### config.mk
export PLATFORM = sky130hd
export DESIGN_NAME = ring_arbiter
export DESIGN_NICKNAME = d
export VERILOG_FILES = /design/src/rtl/ring_arbiter.sv
export SDC_FILE = /design/constraint.sdc
export NUM_CORES = 1
export LEC_CHECK = 0
export ABC_AREA = 1
export ABC_CLOCK_PERIOD_IN_PS = 2700
export CORE_UTILIZATION = 47
export DETAILED_ROUTE_END_ITERATION = 10
export PLACE_DENSITY = 0.81
export SLEW_MARGIN = 40
export SYNTH_ARGS = -nofsm -noshare
export SYNTH_HDL_FRONTEND = slang
export SYNTH_SLANG_ARGS = --single-unit
### constraint.sdc
create_clock -name clock -period 2.7 [get_ports clock]
set_clock_uncertainty 0.1 [all_clocks]
set_input_delay 0.54 -clock clock [delete_from_list [all_inputs] [get_ports clock]]
set_output_delay 0.54 -clock clock [all_outputs]
set_load 0.02 [all_outputs]
### src/rtl/ring_arbiter.sv
// ---------------------------------------------------------------------------
// ring_arbiter
//   Round-robin arbiter sharing one resource between N requesters. A one-hot
//   priority pointer (the ring token) marks the requester with the highest
//   priority. A grant is held until the grantee releases it, either by
//   pulsing its done bit or by dropping its request. After a release the
//   pointer moves to the requester just past the grantee. At least one idle
//   cycle always separates two grants.
//
//   Optional feature (macro RING_ARB_TIMEOUT_EN): a grant watchdog. If a
//   grant is held for 2^TMO_W cycles without a release, it is revoked exactly
//   as if it had been released, and timeout pulses for one cycle. When the
//   macro is undefined, no counter is built and timeout is tied to 0.
//
// Parameters:
//   N      number of requesters (2..16)
//   TMO_W  watchdog counter width (used only with RING_ARB_TIMEOUT_EN)
//
// Ports:
//   clock     in   rising-edge clock
//   rst       in   asynchronous active-low reset
//   req       in   [N]  request level per requester
//   done      in   [N]  release pulse; only the current grantee's bit counts
//   grant     out  [N]  registered one-hot grant, zero when idle
//   grant_id  out  [$clog2(N)] index of the current or most recent grantee
//   busy      out  high while a grant is active
//   ptr       out  [N]  registered one-hot priority pointer
//   timeout   out  one-cycle pulse when the watchdog revokes a grant
// ---------------------------------------------------------------------------
//   state | meaning
//   IDLE  | no grant; arbitrate among req starting at ptr
//   GRANT | one requester holds the resource until release (or watchdog)
// ---------------------------------------------------------------------------
module ring_arbiter #(
  parameter int N     = 4,
  parameter int TMO_W = 8
) (
  input  logic                 clock,
  input  logic                 rst,
  input  logic [N-1:0]         req,
  input  logic [N-1:0]         done,
  output logic [N-1:0]         grant,
  output logic [$clog2(N)-1:0] grant_id,
  output logic                 busy,
  output logic [N-1:0]         ptr,
  output logic                 timeout
);

  localparam int IW = $clog2(N);

  if (N < 2 || N > 16) begin : g_bad_n
    $error("ring_arbiter: N must be in 2..16");
  end
  if (TMO_W < 1) begin : g_bad_tmo_w
    $error("ring_arbiter: TMO_W must be at least 1");
  end

  typedef enum logic {
    IDLE  = 1'b0,
    GRANT = 1'b1
  } state_t;

  state_t          state_q, state_d;
  logic [N-1:0]    grant_q, grant_d;
  logic [IW-1:0]   gid_q,   gid_d;
  logic [N-1:0]    ptr_q,   ptr_d;

  // Arbitration signals
  logic [N-1:0]    mask_hi;
  logic [N-1:0]    req_hi;
  logic [N-1:0]    cand;
  logic [N-1:0]    win_oh;
  logic [IW-1:0]   win_idx;
  logic            release_hit;
  logic [N-1:0]    ptr_next;

  // Wrap-around search: first look at requests at or above the pointer; if
  // there are none, the lowest set request overall is the wrapped winner.
  // ptr is one-hot, so ptr-1 is a mask of all positions below it.
  always_comb begin
    mask_hi = ~(ptr_q - N'(1));
    req_hi  = req & mask_hi;
    cand    = (|req_hi) ? req_hi : req;
    win_oh  = cand & (~cand + N'(1));
    win_idx = '0;
    for (int i = 0; i < N; i++) begin
      if (win_oh[i]) begin
        win_idx = IW'(i);
      end
    end
  end

  // Grant is one-hot, so masking done/~req with it picks the grantee's bit
  // and ignores every other requester.
  assign release_hit = |(grant_q & (done | ~req));
  assign ptr_next    = {grant_q[N-2:0], grant_q[N-1]};

`ifdef RING_ARB_TIMEOUT_EN
  logic [TMO_W-1:0] cnt_q, cnt_d;
  logic             tmo_q, tmo_d;
`endif

  always_comb begin
    state_d = state_q;
    grant_d = grant_q;
    gid_d   = gid_q;
    ptr_d   = ptr_q;
`ifdef RING_ARB_TIMEOUT_EN
    cnt_d   = cnt_q;
    tmo_d   = 1'b0;
`endif
    case (state_q)
      IDLE: begin
        if (|req) begin
          grant_d = win_oh;
          gid_d   = win_idx;
          state_d = GRANT;
`ifdef RING_ARB_TIMEOUT_EN
          cnt_d   = '0;
`endif
        end
      end
      GRANT: begin
        if (release_hit) begin
          grant_d = '0;
          ptr_d   = ptr_next;
          state_d = IDLE;
        end
`ifdef RING_ARB_TIMEOUT_EN
        else if (cnt_q == {TMO_W{1'b1}}) begin
          // Watchdog revocation behaves exactly like a release.
          grant_d = '0;
          ptr_d   = ptr_next;
          state_d = IDLE;
          tmo_d   = 1'b1;
        end else begin
          cnt_d = cnt_q + TMO_W'(1);
        end
`endif
      end
      default: begin
        state_d = IDLE;
        grant_d = '0;
      end
    endcase
  end

  always_ff @(posedge clock or negedge rst) begin
    if (!rst) begin
      state_q <= IDLE;
      grant_q <= '0;
      gid_q   <= '0;
      ptr_q   <= N'(1);
    end else begin
      state_q <= state_d;
      grant_q <= grant_d;
      gid_q   <= gid_d;
      ptr_q   <= ptr_d;
    end
  end

`ifdef RING_ARB_TIMEOUT_EN
  always_ff @(posedge clock or negedge rst) begin
    if (!rst) begin
      cnt_q <= '0;
      tmo_q <= 1'b0;
    end else begin
      cnt_q <= cnt_d;
      tmo_q <= tmo_d;
    end
  end

  assign timeout = tmo_q;
`else
  assign timeout = 1'b0;
`endif

  assign grant    = grant_q;
  assign grant_id = gid_q;
  assign busy     = |grant_q;
  assign ptr      = ptr_q;

endmodule
==> reports/results.ini <==
[floorplanning]
initial_core_util_pct = 51.3
fp-row-count = 13
chipWidth_um = 39.9
die-area_mm2 = 0.00159
core_area_mm2 = 0.00132
ios = 22
die_h_um = 39.9

[layout]
drive_above_1_share_pct = 10.0
nets = 132
final-instance-count-excl-fill = 135
seq_area_um2 = 277
diodes = 0
fin_area_um2 = 913
fillCellCount = 114
multiInputGateArea_um2 = 317
syn_to_final_growth_pct = 35.2

[worst_setup_path]
cp_slowest_stage_delay_ns = 0.60
rr_startpoint = ptr[0]$_DFFE_PN1P_
critPathSlowestCell = clkdlybuf4s50_1
worstPathRequired_ns = 2.06
worstPathCellList = inv_1, nand4_1, clkdlybuf4s50_1
end_kind = output pin
crit_start = grant[0]$_DFFE_PN0P_
crit_type = reg -> out
cp.arrival_ns = 1.50
cp_top_family = buffers and inverters
cp-start-kind = register
cp.buffers_inverters = 2
cp_max_fo = 5

[yosys]
netlist_area_um2 = 676
synth.top_cell.area_share_pct = 37.0
postSynthNetCount = 108
synthFlopType = dfrtp_1
ys_async_sr_fraction_pct = 100
ys_seq_elements = 11
synthCells = 97
synth_common_cells = nand2_1, inv_1, dfrtp_1
yosysTopAreaCell = dfrtp_1
yosysMostFrequentCell = nand2_1
ys_warn_count = 0
yosysUniqueCellTypes = 20
syn_avg_cell_area_um2 = 6.97
synth_edf_count = 0
synth-seq-area-share_pct = 40.9
post_synth_main_area_contributors = dfrtp_1, nand2_1, inv_1

[worst_hold_path]
hold_start = state_q$_DFF_PN0_
min_path_type = reg -> reg

[timing]
report.final.slew_viol_count = 0
post-route-min-period_ns = 2.14
finalHoldViolations = 0
hold-worst-slack_ns = 0.387
finalCritPeriodShare_pct = 79.4
setup-violations-final = 0
max_freq_mhz = 467
finalSetupTns_ns = 0
finalWorstSetupSlack_ns = 0.557
rsz0062_at_grt = false

[global_route]
grt_pass1_vias = 564
grt_usage_pct = 24.1
grt_remaining_overflow = 0
antenna_found_initial = 0
grt_pass1_wl_um = 2420
grt_max_degree = 12

[cts]
cts_resized = 0
root_buffer = clkbuf_4
cts_buffer_depth = 2
cts.htree.levels = 1
cts_setup_buffers = 0
cts.sinks = 11
hold_buffers = 0
cts_buffers = 3
cts_tree = yes
clock_latency_ns = 0.28
clk_pin_slew_ns = 0.08

[drt]
wl_per_cell_um = 12.3
via_per_inst = 5.13
dr_total_vias = 693
finalWirelength_um = 1660
ant_nets = 0
dr.pass1.iters = 4
remaining_drc_errors = 0
drt_iter0_markers = 31

[status]
status = finished, final reports clean

[place]
place_inst = 131
io_buffers = 20
dp_hpwl_um = 1260
gp_congestion = 0.916
dpl_cell_area_um2 = 887
post-place-ws_ns = 0.636

[power]
powerDensity_mw_per_mm2 = 1240
swShare_pct = 48.8
leakage_nw = 0.462
p_comb_share_pct = 62.6
switchingPower_mw = 0.553
p_int_mw = 0.579
clkPwrFrac_pct = 10.2
ir_drop_mv = 0.623
seqPwrFrac_pct = 27.2

[job]
cap_viol_max_count = 0

## area by class of cell
type | instances | share of cell area [%]
clock buffer | 4 | 2.88
inverter | 20 | 8.22
multi-input combinational | 65 | 34.7
sequential | 11 | 30.3
tap | 15 | 2.05
timing repair buffer | 20 | 21.9
## final timing paths
path	depth (start not counted)	to	slack (ns)
min reg2reg	2	state_q$_DFF_PN0_	0.39
min in group asynchronous	1	ptr[1]$_DFFE_PN0P_	0.49
max in group asynchronous	1	ptr[0]$_DFFE_PN1P_	1.66
max reg2reg	12	grant_id[0]$_DFFE_PN0P_	0.73
max	3	busy	0.56
min	2	state_q$_DFF_PN0_	0.39
## flip-flops by register name (all words and copies together), names as in the netlist
signal / cells
ptr: 4
grant: 4
grant_id: 2
state_q: 1
## stage by stage
stage	util, %	total power, mW
4_1_cts	69.3	1.13
5_1_grt	69.3	1.22
2_1_floorplan	-	0.753
3_5_place_dp	67.3	1.01
3_3_place_gp	67.3	0.990
6_report	69.3	1.13
## routing by layer
layer | global-route usage, % | up-vias | routed length [µm]
met1 | 32.3 | 311 | 757
li1 | - | 343 | -
met3 | 5.11 | 5 | 115
met5 | 0 | - | 0
met2 | 36.7 | 34 | 756
met4 | 10.3 | 0 | 34
## cell families after synthesis
group,Yosys count,synth area share [%]
AOI/OAI and AO/OA,14,11.3
adders and majority gates,1,1.85
buffers and inverters,21,12.2
DFF,11,40.9
other,1,0.555
and+or+nand+nor,49,33.1
## placed cells by master, fill, tap and decap left out, types with 2 or more instances in the layout
cell             Yosys  final
clkbuf_4             0      3
clkdlybuf4s50_1      0     20
dfrtp_1             10     10
inv_1               19     19
nand2_1             31     31
nand3_1              5      5
nand4_1              2      2
nor2_1               5      5
nor2_2               2      2
nor2_4               2      2
o21ai_0              7      7
o21ai_1              4      4
## worst min-delay path, delay by kind of cell (launching register included)
| family | cells | cell delay (ns) |
|---|---|---|
| DFF | 1 | 0.35 |
| and+or+nand+nor | 2 | 0.11 |
## power by group through the flow
stage	clock network (mW)	logic [mW]	registers (mW)
floorplan	0	0.389	0.364
global placement	0	0.681	0.309
detailed placement	0	0.699	0.311
CTS	0.118	0.705	0.307
global route	0.125	0.777	0.314
finish	0.116	0.708	0.308
No activity file was read; power rests on OpenSTA's default activity.
==> RTL change: new RTL, config.mk and constraints unchanged <==
Set the parameter `N` to 8 (it was 4).
--- a/src/rtl/ring_arbiter.sv
+++ b/src/rtl/ring_arbiter.sv
@@ -32,7 +32,7 @@
 //   GRANT | one requester holds the resource until release (or watchdog)
 // ---------------------------------------------------------------------------
 module ring_arbiter #(
-  parameter int N     = 4,
+  parameter int N     = 8,
   parameter int TMO_W = 8
 ) (
   input  logic                 clock,
Interface: changed (5 resized); port bits go from 22 to 39. No check against the original RTL was run, so the function may have changed too.
==> RTL change against the original RTL <==
Synthesized area grew 110%. Register-to-register slack got worse by 470 ps. Sequential cell count grew 9. Routed wire length rose by 110%. Worst setup slack worse by 300 ps. Global-route usage about the same. Non-clock buffer count grew 19. Cell area up 100%.
Power is left out: the tool's default activity adds up to more than one toggle a clock period on the data nets, which glitch-free logic cannot reach.
==> RTL change: results (changes against the original RTL) <==
| Metric | Value |
|---|---|
| Status | `finished clean (unchanged)` |
| Register-to-Register Path Depth | `18 (was 12)` |
| Critical R2R Capture | `grant_id[0] (unchanged)` |
| Root Driver | `clkbuf_4 (unchanged)` |
| Setup Fix Bufs, Post-CTS | `0 (unchanged)` |
| Ys Warns | `0 (unchanged)` |
| Arrival @ worst endpoint | `2550 ps (was 1500 ps)` |
| RD Place Congestion | `0.851 (was 0.916)` |
| Vias per cell | `5.16 (was 5.13)` |
| Netlist cell types | `25 (was 20)` |
| DP HPWL | `2.75 mm (was 1.26 mm)` |
| CTS Buffer Depth | `2 (unchanged)` |
| Fin nets | `262 (was 132)` |
| Top cells by count, synth | `nand2_1, inv_1, o21ai_0, dfrtp_1, nand3_1 (was nand2_1, inv_1, dfrtp_1, o21ai_0)` |
| Hold Path Cell Cnt | `2 (unchanged)` |
| Largest net degree at the start of global routing | `21 (was 12)` |
| CP max-delay cell | `dfstp_2 (was clkdlybuf4s50_1)` |
| Seq/Total Area, Yosys | `36.1% (was 40.9%)` |
| First-pass GRT wire length | `5.93 mm (was 2.42 mm)` |
| R2r startpoint | `ptr[0] (unchanged)` |
| Worst hold start | `grant_id[2] (was state_q)` |
| Initial antenna violation count | `0 (unchanged)` |
| Routed wire per std cell | `12.6 µm (was 12.3 µm)` |
| Post-Place Setup Slack | `135 ps (was 636 ps)` |
| Layout cells sized above 1 | `17.4% (was 10.0%)` |
| Iteration-0 DRC Markers | `44 (was 31)` |
| Clock Latency Late Sink | `300 ps (was 280 ps)` |
| Diode count | `0 (unchanged)` |
| Synth Flop Type | `dfrtp_1 (unchanged)` |
| CTS clk-pin slew, worst paths | `110 ps (was 80 ps)` |
| Synth async-reset ratio | `100% (unchanged)` |
| Remaining antenna violation count | `0 (unchanged)` |
| Hold crit path type | `reg -> reg (unchanged)` |
| Final WS setup | `259 ps (was 557 ps)` |
| Pre-antenna DRT Iters | `4 (unchanged)` |
| Worst path max stage delay | `600 ps (about the same)` |
| Port Buffers | `37 (was 20)` |
| Mapped Nets | `220 (was 108)` |
| Worst Hold End | `grant_id[2] (was state_q)` |
| Gr usage total | `24.1% (about the same)` |
| Top cells by area, synth | `dfrtp_1, nand2_1, inv_1, o21ai_0, nand3_1 (was dfrtp_1, nand2_1, inv_1, o21ai_0, dfstp_2)` |
| Resized cells post-CTS | `0 (unchanged)` |
| Number of buffers created by CTS | `3 (unchanged)` |
| H-Tree Depth | `1 (unchanged)` |
| CP Max Fanout | `5 (unchanged)` |
| Vias in the first global route | `1339 (was 564)` |
[RTL change: critical path, delay by kind of cell, from the launching register on]
kind / cells / cell delay [ps]
simple gates: 13 / 1140
flops: 1 / 600
buf+inv: 4 / 270
fa+ha+maj: 1 / 250
[RTL change: cells by family after synthesis]
kind of cell	count (synthesis)	share of synthesized area, %
and+or+nand+nor	110	40.6
buffers and inverters	41	11.4
AOI/OAI and AO/OA	28	10.6
DFF	20	36.1
adders and majority gates	1	0.901
other	1	0.270
[RTL change: per-stage QoR]
step                cell area [µm²]  cells  hold WS, ps
floorplan                      1390    201          144
global placement               1800    269          372
detailed placement             1800    269          373
CTS                            1830    273          400
global route                   1830    273          428
finish                         1830    273          393
[RTL change: how the worst max path moves through the flow]
stage / endpoint / cells past startpoint / start / slack, ps
2_1_floorplan: grant_id[0] / 18 / ptr[0] / 430
3_3_place_gp: grant_id[0] / 17 / req[0] / 180
3_5_place_dp: grant_id[0] / 17 / req[0] / 140
4_1_cts: busy / 3 / grant[5] / 250
5_1_grt: grant_id[0] / 18 / ptr[0] / 20
6_report: grant_id[0] / 18 / ptr[0] / 260
[RTL change: layout make-up]
type                    instances  area (µm²)
flip-flops and latches         20         502
clock buffers                   4        26.3
fillers                       261         955
well taps                      31        38.8
inverters                      39         146
multi-input cells             140         728
repair buffers                 39         385
[RTL change: routing by layer]
layer  vias up  track usage [%]  wire length (µm)
li1        717                -                 -
met1       640             34.1              1710
met2        42             37.6              1510
met3        10             2.30               159
met4         0             10.1                66
met5         -                0                 0
